## src/rtl/lfsr_step_scheduler_pkg.sv

```systemverilog
// Shared constants and types for the LFSR step scheduler.
package lfsr_step_scheduler_pkg;

  localparam int unsigned PERIOD_W = 32;
  localparam int unsigned NUM_BTN  = 5;

  // Button bit positions on the board button vector
  localparam int unsigned BTN_FAST0  = 0;
  localparam int unsigned BTN_SLOW0  = 1;
  localparam int unsigned BTN_SLOW1  = 2;
  localparam int unsigned BTN_FAST1  = 3;
  localparam int unsigned BTN_CENTRE = 4;

  typedef enum logic [1:0] {
    ST_RUN    = 2'd0,
    ST_PAUSED = 2'd1,
    ST_STEP   = 2'd2
  } state_e;

endpackage

```

## src/rtl/button_debouncer.sv

```systemverilog
// Per-bit 2-flop synchroniser followed by a stable-level debouncer.
module button_debouncer #(
  parameter int unsigned WIDTH           = 5,
  parameter int unsigned DEBOUNCE_CYCLES = 1_000_000
) (
  input  logic             clk_i,
  input  logic             rst_ni,
  input  logic [WIDTH-1:0] btn_i,
  output logic [WIDTH-1:0] btn_o
);

  localparam int unsigned      CNT_W    = $clog2(DEBOUNCE_CYCLES + 1);
  localparam logic [CNT_W-1:0] CNT_LAST = CNT_W'(DEBOUNCE_CYCLES - 1);

  logic [WIDTH-1:0]            sync1_q, sync2_q;
  logic [WIDTH-1:0]            db_q, db_d;
  logic [WIDTH-1:0][CNT_W-1:0] cnt_q, cnt_d;

  // Synchronise the raw asynchronous buttons into clk
  always_ff @(posedge clk_i or negedge rst_ni) begin
    if (!rst_ni) begin
      sync1_q <= '0;
      sync2_q <= '0;
    end else begin
      sync1_q <= btn_i;
      sync2_q <= sync1_q;
    end
  end

  // Flip a debounced bit once the synchronised level has differed for DEBOUNCE_CYCLES cycles
  always_comb begin
    db_d  = db_q;
    cnt_d = cnt_q;
    for (int i = 0; i < int'(WIDTH); i++) begin
      if (sync2_q[i] != db_q[i]) begin
        if (cnt_q[i] == CNT_LAST) begin
          db_d[i]  = sync2_q[i];
          cnt_d[i] = '0;
        end else begin
          cnt_d[i] = cnt_q[i] + CNT_W'(1);
        end
      end else begin
        cnt_d[i] = '0;
      end
    end
  end

  // Debounced level and stability counters
  always_ff @(posedge clk_i or negedge rst_ni) begin
    if (!rst_ni) begin
      db_q  <= '0;
      cnt_q <= '0;
    end else begin
      db_q  <= db_d;
      cnt_q <= cnt_d;
    end
  end

  assign btn_o = db_q;

endmodule

```

## src/rtl/lfsr_step_scheduler.sv

```systemverilog
// Step-enable scheduler for the LFSR datapath: button-controlled rate, pause,
// single-step and resume. Optional build macro LFSR_STOP_ON_WRAP_EN auto-pauses
// after the step taken while max_tick is high.
module lfsr_step_scheduler
  import lfsr_step_scheduler_pkg::*;
#(
  parameter int unsigned PERIOD_DEFAULT  = 5_000_000,
  parameter int unsigned PERIOD_MIN      = 39_062,
  parameter int unsigned PERIOD_MAX      = 80_000_000,
  parameter int unsigned DEBOUNCE_CYCLES = 1_000_000
) (
  input  logic                clk,
  input  logic                reset,
  input  logic [NUM_BTN-1:0]  button_input,
  input  logic                max_tick,
  output logic                step_en,
  output logic [PERIOD_W-1:0] period,
  output logic [1:0]          mode,
  output logic                running
);

  localparam logic [1:0] S_RUN    = 2'(ST_RUN);
  localparam logic [1:0] S_PAUSED = 2'(ST_PAUSED);
  localparam logic [1:0] S_STEP   = 2'(ST_STEP);

  localparam logic [PERIOD_W-1:0] P_DEF = PERIOD_W'(PERIOD_DEFAULT);
  localparam logic [PERIOD_W-1:0] P_MIN = PERIOD_W'(PERIOD_MIN);
  localparam logic [PERIOD_W-1:0] P_MAX = PERIOD_W'(PERIOD_MAX);

  logic [NUM_BTN-1:0]  db, db_prev_q, rise;
  logic                lock_q, lock_d;
  logic                evt_valid, evt_fast, evt_slow, evt_centre;
  logic [1:0]          state_q, state_d;
  logic [PERIOD_W-1:0] period_q, period_d;
  logic [PERIOD_W-1:0] cnt_q, cnt_d;
  logic                step_en_q, step_en_d;
  logic                running_q, running_d;
  logic [PERIOD_W-1:0] period_half, period_fast;
  logic [PERIOD_W:0]   period_dbl;
  logic [PERIOD_W-1:0] period_slow;

  button_debouncer #(
    .WIDTH           (NUM_BTN),
    .DEBOUNCE_CYCLES (DEBOUNCE_CYCLES)
  ) u_debouncer (
    .clk_i  (clk),
    .rst_ni (reset),
    .btn_i  (button_input),
    .btn_o  (db)
  );

  // Press decode: one prioritised event per press while the lock is clear
  always_comb begin
    rise       = db & ~db_prev_q;
    evt_valid  = !lock_q && (rise != '0);
    evt_fast   = evt_valid && (rise[BTN_FAST0] || rise[BTN_FAST1]);
    evt_slow   = evt_valid && !evt_fast && (rise[BTN_SLOW0] || rise[BTN_SLOW1]);
    evt_centre = evt_valid && !evt_fast && !evt_slow && rise[BTN_CENTRE];
  end

  // Clamped halved/doubled periods; the doubled value keeps a carry bit
  always_comb begin
    period_half = period_q >> 1;
    period_fast = (period_half < P_MIN) ? P_MIN : period_half;
    period_dbl  = {1'b0, period_q} << 1;
    period_slow = (period_dbl > {1'b0, P_MAX}) ? P_MAX : period_dbl[PERIOD_W-1:0];
  end

  // Next-state logic for the mode FSM, period, step counter and press lock
  always_comb begin
    state_d   = state_q;
    period_d  = period_q;
    cnt_d     = cnt_q;
    step_en_d = 1'b0;
    lock_d    = lock_q;

    if (db == '0) lock_d = 1'b0;
    if (evt_valid) lock_d = 1'b1;

    case (state_q)
      S_RUN: begin
        if (cnt_q == period_q - PERIOD_W'(1)) begin
          cnt_d     = '0;
          step_en_d = 1'b1;
        end else begin
          cnt_d = cnt_q + PERIOD_W'(1);
        end
        if (evt_fast) begin
          period_d  = period_fast;
          cnt_d     = '0;
          step_en_d = 1'b0;
        end else if (evt_slow) begin
          period_d  = period_slow;
          cnt_d     = '0;
          step_en_d = 1'b0;
        end else if (evt_centre) begin
          state_d   = S_PAUSED;
          cnt_d     = '0;
          step_en_d = 1'b0;
        end
      end
      S_PAUSED: begin
        cnt_d = '0;
        if (evt_fast) begin
          state_d   = S_STEP;
          step_en_d = 1'b1;
        end else if (evt_slow) begin
          period_d = P_DEF;
        end else if (evt_centre) begin
          state_d = S_RUN;
        end
      end
      S_STEP: begin
        cnt_d   = '0;
        state_d = S_PAUSED;
      end
      default: begin
        cnt_d   = '0;
        state_d = S_RUN;
      end
    endcase

`ifdef LFSR_STOP_ON_WRAP_EN
    // The step taken on the final sequence state parks the scheduler
    if (step_en_q && max_tick && (state_q == S_RUN || state_q == S_STEP)) begin
      state_d   = S_PAUSED;
      cnt_d     = '0;
      step_en_d = 1'b0;
    end
`endif

    running_d = (state_d == S_RUN);
  end

`ifndef LFSR_STOP_ON_WRAP_EN
  logic unused_max_tick;
  assign unused_max_tick = max_tick;
`endif

  // Scheduler state registers
  always_ff @(posedge clk or negedge reset) begin
    if (!reset) begin
      state_q   <= S_RUN;
      period_q  <= P_DEF;
      cnt_q     <= '0;
      step_en_q <= 1'b0;
      running_q <= 1'b1;
      lock_q    <= 1'b0;
      db_prev_q <= '0;
    end else begin
      state_q   <= state_d;
      period_q  <= period_d;
      cnt_q     <= cnt_d;
      step_en_q <= step_en_d;
      running_q <= running_d;
      lock_q    <= lock_d;
      db_prev_q <= db;
    end
  end

  assign step_en = step_en_q;
  assign period  = period_q;
  assign mode    = state_q;
  assign running = running_q;

endmodule

```

## config.mk

```make
export PLATFORM = sky130hd
export DESIGN_NAME = lfsr_step_scheduler
export DESIGN_NICKNAME = d
export VERILOG_FILES = /design/src/rtl/lfsr_step_scheduler_pkg.sv /design/src/rtl/button_debouncer.sv /design/src/rtl/lfsr_step_scheduler.sv
export SDC_FILE = /design/constraint.sdc
export NUM_CORES = 1
export LEC_CHECK = 0
export CORE_ASPECT_RATIO = 0.75
export CORE_UTILIZATION = 50
export CTS_BUF_LIST = sky130_fd_sc_hd__clkbuf_4 sky130_fd_sc_hd__clkbuf_8
export DETAILED_ROUTE_END_ITERATION = 12
export HOLD_SLACK_MARGIN = 0.1
export PLACE_DENSITY = 0.74
export SLEW_MARGIN = 20
export SYNTH_ARGS = -nofsm -noshare
export SYNTH_HDL_FRONTEND = slang
export SYNTH_SLANG_ARGS = --single-unit
export TNS_END_PERCENT = 1
```

## constraint.sdc

```tcl
create_clock -name clk -period 3.3 [get_ports clk]
set_input_delay 0.99 -clock clk [delete_from_list [all_inputs] [get_ports clk]]
set_output_delay 0.99 -clock clk [all_outputs]
set_load 0.01 [all_outputs]
```

==> summary.txt <==
STA
  – Crit path time final: 3.04 ns
  – Setup TNS: 0 ns
  – F_max: 0.329 GHz
  – Worst setup margin: 0.262 ns
  – Period Utilization, post-route: between 90% and 100%
  – RSZ-0062 raised after global routing: false
  – Final hold vios: 0
  – Pins over their slew limit: 0
  – Setup Skew: between 0.02 and 0.025 ns
  – Final setup viols: 0
  – Actual slew at the worst max-slew pin: 0.890 ns
  – Relative slew slack: 40.5%

Synthesis
  – EDFF count, synth: 0
  – Synthesized area: between 0.01 and 0.015 mm²
  – Top FF cell, synth: dfrtp_1
  – Top cells by area, synth: dfrtp_1 (45%), xor2_1 (7.0%), xnor2_1 (7.0%)
  – Mapped Nets: 1113
  – Post-synthesis cell count: 1098
  – Fraction of registers with async set/reset: between 90% and 100%
  – Syn. warnings: 0
  – Synth Register Bits: 189
  – Yosys top cell area share: between 40% and 50%
  – Part of the Yosys area used for sequential elements: 47.0%
  – Syn avg cell area: approximately 9.2 µm²
  – Netlist cell types: 66
  – Synth top cells by count: dfrtp_1 (180), nor2_1 (180), nand2_1 (109), xor2_1 (81), xnor2_1 (80)
  – Area leader, netlist: dfrtp_1

Worst setup path
  – CP Data Required Time: roughly 3.6 ns
  – Crit path max-delay family: simple AND/OR/NAND/NOR gates
  – CP startpoint: period[21]
  – Crit Path Category: reg -> reg
  – Crit end category: flip-flop
  – Setup crit start kind: flip-flop
  – Worst path cell trace: or4_1 > nor4_1 > a31oi_1 > o32ai_1 > o22ai_1 > and4bb_1 > buf_12 > nor2_1
  – CP Data Arrival Time: 3.38 ns
  – Start of the worst register-to-register path: period[21]
  – Slowest cell on crit path: or4_1
  – Crit path buf inv count: 1
  – Crit-path max FO: 32
  – Crit path largest cell delay: 0.71 ns

Die
  – Site Rows: 44
  – Die Wd: 166 µm
  – Initial Util: 51.6%
  – Die H: approximately 120 µm
  – # IOs: 44
  – Total die area: 0.0207 mm²
  – Core area: 0.0195 mm²

Finish
  – Antenna cells: 0
  – Area Overhead vs Synth: 11.5%
  – Layout Nets: about 1200
  – Fillcell total: 1720
  – Fin cells: 1402
  – Ratio of cells with drive above 1 in the final layout: roughly 8.5%

Placement
  – Port Buffers: 42
  – Post-DP HPWL: 15300 µm
  – Placer Congestion: just over 0.9
  – Placed Cells: 1370
  – Placement Setup Slack: between 0.3 and 0.4 ns

Clock tree
  – TritonCTS buffer count: 17
  – Post-CTS Hold Buffers: 0
  – Post-CTS setup buffer count: 0
  – Clock buffer depth: 2
  – Clock Sinks: between 150 and 200
  – # resized after CTS: 0
  – Worst-Skew Late Latency: 0.47 ns
  – Htree depth: 4
  – CTS tree: built
  – Clock transition at path regs: 0.10 ns
  – Clock root cell: clkbuf_8

Status
  – Status: finished, violations left
  – Failing checks: DRC

Detailed routing
  – WL final: between 20000 and 25000 µm
  – Post-route ant nets: 0
  – Vias: around 7900
  – Vias/cell: 5.62
  – Wire per inst: 15.1 µm
  – DRC: 9
  – DR pass1 iterations: 11
  – Iteration-0 DRC Markers: 620

Pwr
  – Leak pwr: between 4 and 5 nW
  – Peak supply drop: approximately 0.28 mV
  – Total chip power: 4.01 mW
  – Pwr dens: between 300 and 400 mW/mm²
  – P_int: 3.05 mW
  – Combinational share of power: 2.7%
  – Clock power share: between 30% and 40%
  – Reg power frac: between 50% and 60%
  – Psw: 967 µW
  – Switching share of power: 24.1%

Global routing
  – Initial antenna violation count: 0
  – Vias in the first global route: 7318
  – GRT overflow: 0
  – Largest net degree at the start of global routing: 70
  – First-pass GRT wire length: 36400 µm
  – Total global-route track usage: 21.5%

Job
  – Max Cap Viol: 0

Hold path
  – Hold_sp: u_debouncer.sync1_q[4]
  – HP Class: reg -> reg
-- metrics by stage --
stage          hold slack, ns  util [%]  cell area (µm²)
3_5_place_dp            0.336      55.5            10800
6_report                0.359      57.5            11200
2_1_floorplan           0.331         -            10100
5_1_grt                 0.379      57.5            11200
3_3_place_gp            0.335      55.5            10800
4_1_cts                 0.359      57.5            11200
-- layer usage --
| metal | global-route usage (%) | vias to the layer above | share of wire (%) |
|---|---|---|---|
| met5 | 0 | - | 0 |
| met4 | 4.95 | 0 | 1.1 |
| met3 | 5.54 | 19 | 6.7 |
| met2 | 30.7 | 226 | 41 |
| met1 | 32.7 | 3773 | 51 |
| li1 | - | 3866 | - |
-- placed cells by master, fill, tap and decap left out, types with 6 or more instances in the layout --
| master | count |
|---|---|
| and4_1 | 11 |
| ha_1 | 7 |
| a21oi_1 | 24 |
| and3_1 | 19 |
| clkbuf_8 | 21 |
| o21ai_0 | 17 |
| a31oi_1 | 6 |
| dfstp_2 | 9 |
| and2_1 | 7 |
| clkdlybuf4s50_1 | 41 |
| nand4_1 | 32 |
| nand2_1 | 109 |
| or2_2 | 7 |
| nor3_1 | 23 |
| dfrtp_1 | 180 |
| nor4_1 | 27 |
| nor2_1 | 180 |
| buf_4 | 27 |
| or3_1 | 10 |
| nand2b_1 | 13 |
| nor2_2 | 10 |
| or4_1 | 7 |
| xor2_1 | 81 |
| inv_1 | 32 |
| xnor2_1 | 80 |
| nand3_1 | 63 |
-- worst paths after layout --
kind	endpoint	slack, ns	cells after the start
max in group asynchronous	running	2.05	2
min	u_debouncer.sync2_q[4]	0.36	0
max reg2reg	cnt_q[4]	0.26	8
max	cnt_q[4]	0.26	8
min reg2reg	u_debouncer.sync2_q[4]	0.36	0
min in group asynchronous	u_debouncer.cnt_q[98]	0.51	1
-- registers in the layout (all words and copies together), names as in the netlist --
| name | cells |
|---|---|
| cnt_q | 32 |
| db_prev_q | 5 |
| lock_q | 1 |
| mode | 2 |
| period | 32 |
| running | 1 |
| step_en | 1 |
| u_debouncer.btn_o | 5 |
| u_debouncer.cnt_q | 100 |
| u_debouncer.sync1_q | 5 |
| u_debouncer.sync2_q | 5 |
-- area by class of cell --
type / count / area [µm²] / area share [%]
flip-flops and latches: 189 / 4740 / 42.2
clock inverters: 12 / 121 / 1.08
inverters: 32 / 120 / 1.07
clock buffers: 20 / 275 / 2.45
well taps: 253 / 317 / 2.82
multi-input cells: 824 / 4970 / 44.3
repair buffers: 72 / 687 / 6.11
-- logic make-up after synthesis --
group	count (synthesis)	share of synthesized area (%)
compound gates	103	7.04
xor+xnor	161	14.0
fa+ha+maj	7	0.869
buf+inv	85	3.66
flops	189	47.0
mux	6	0.646
simple gates	547	26.7
-- power groups by stage --
stage,Sequential (mW),Combinational [mW],Clock (mW)
after floorplan,2.40,0.0444,0
after global placement,2.40,0.113,0
after detailed placement,2.40,0.115,0
after CTS,2.35,0.115,1.59
after global routing,2.36,0.129,1.69
final,2.35,0.109,1.55
Note: power is estimated with default switching activity, not from simulation.
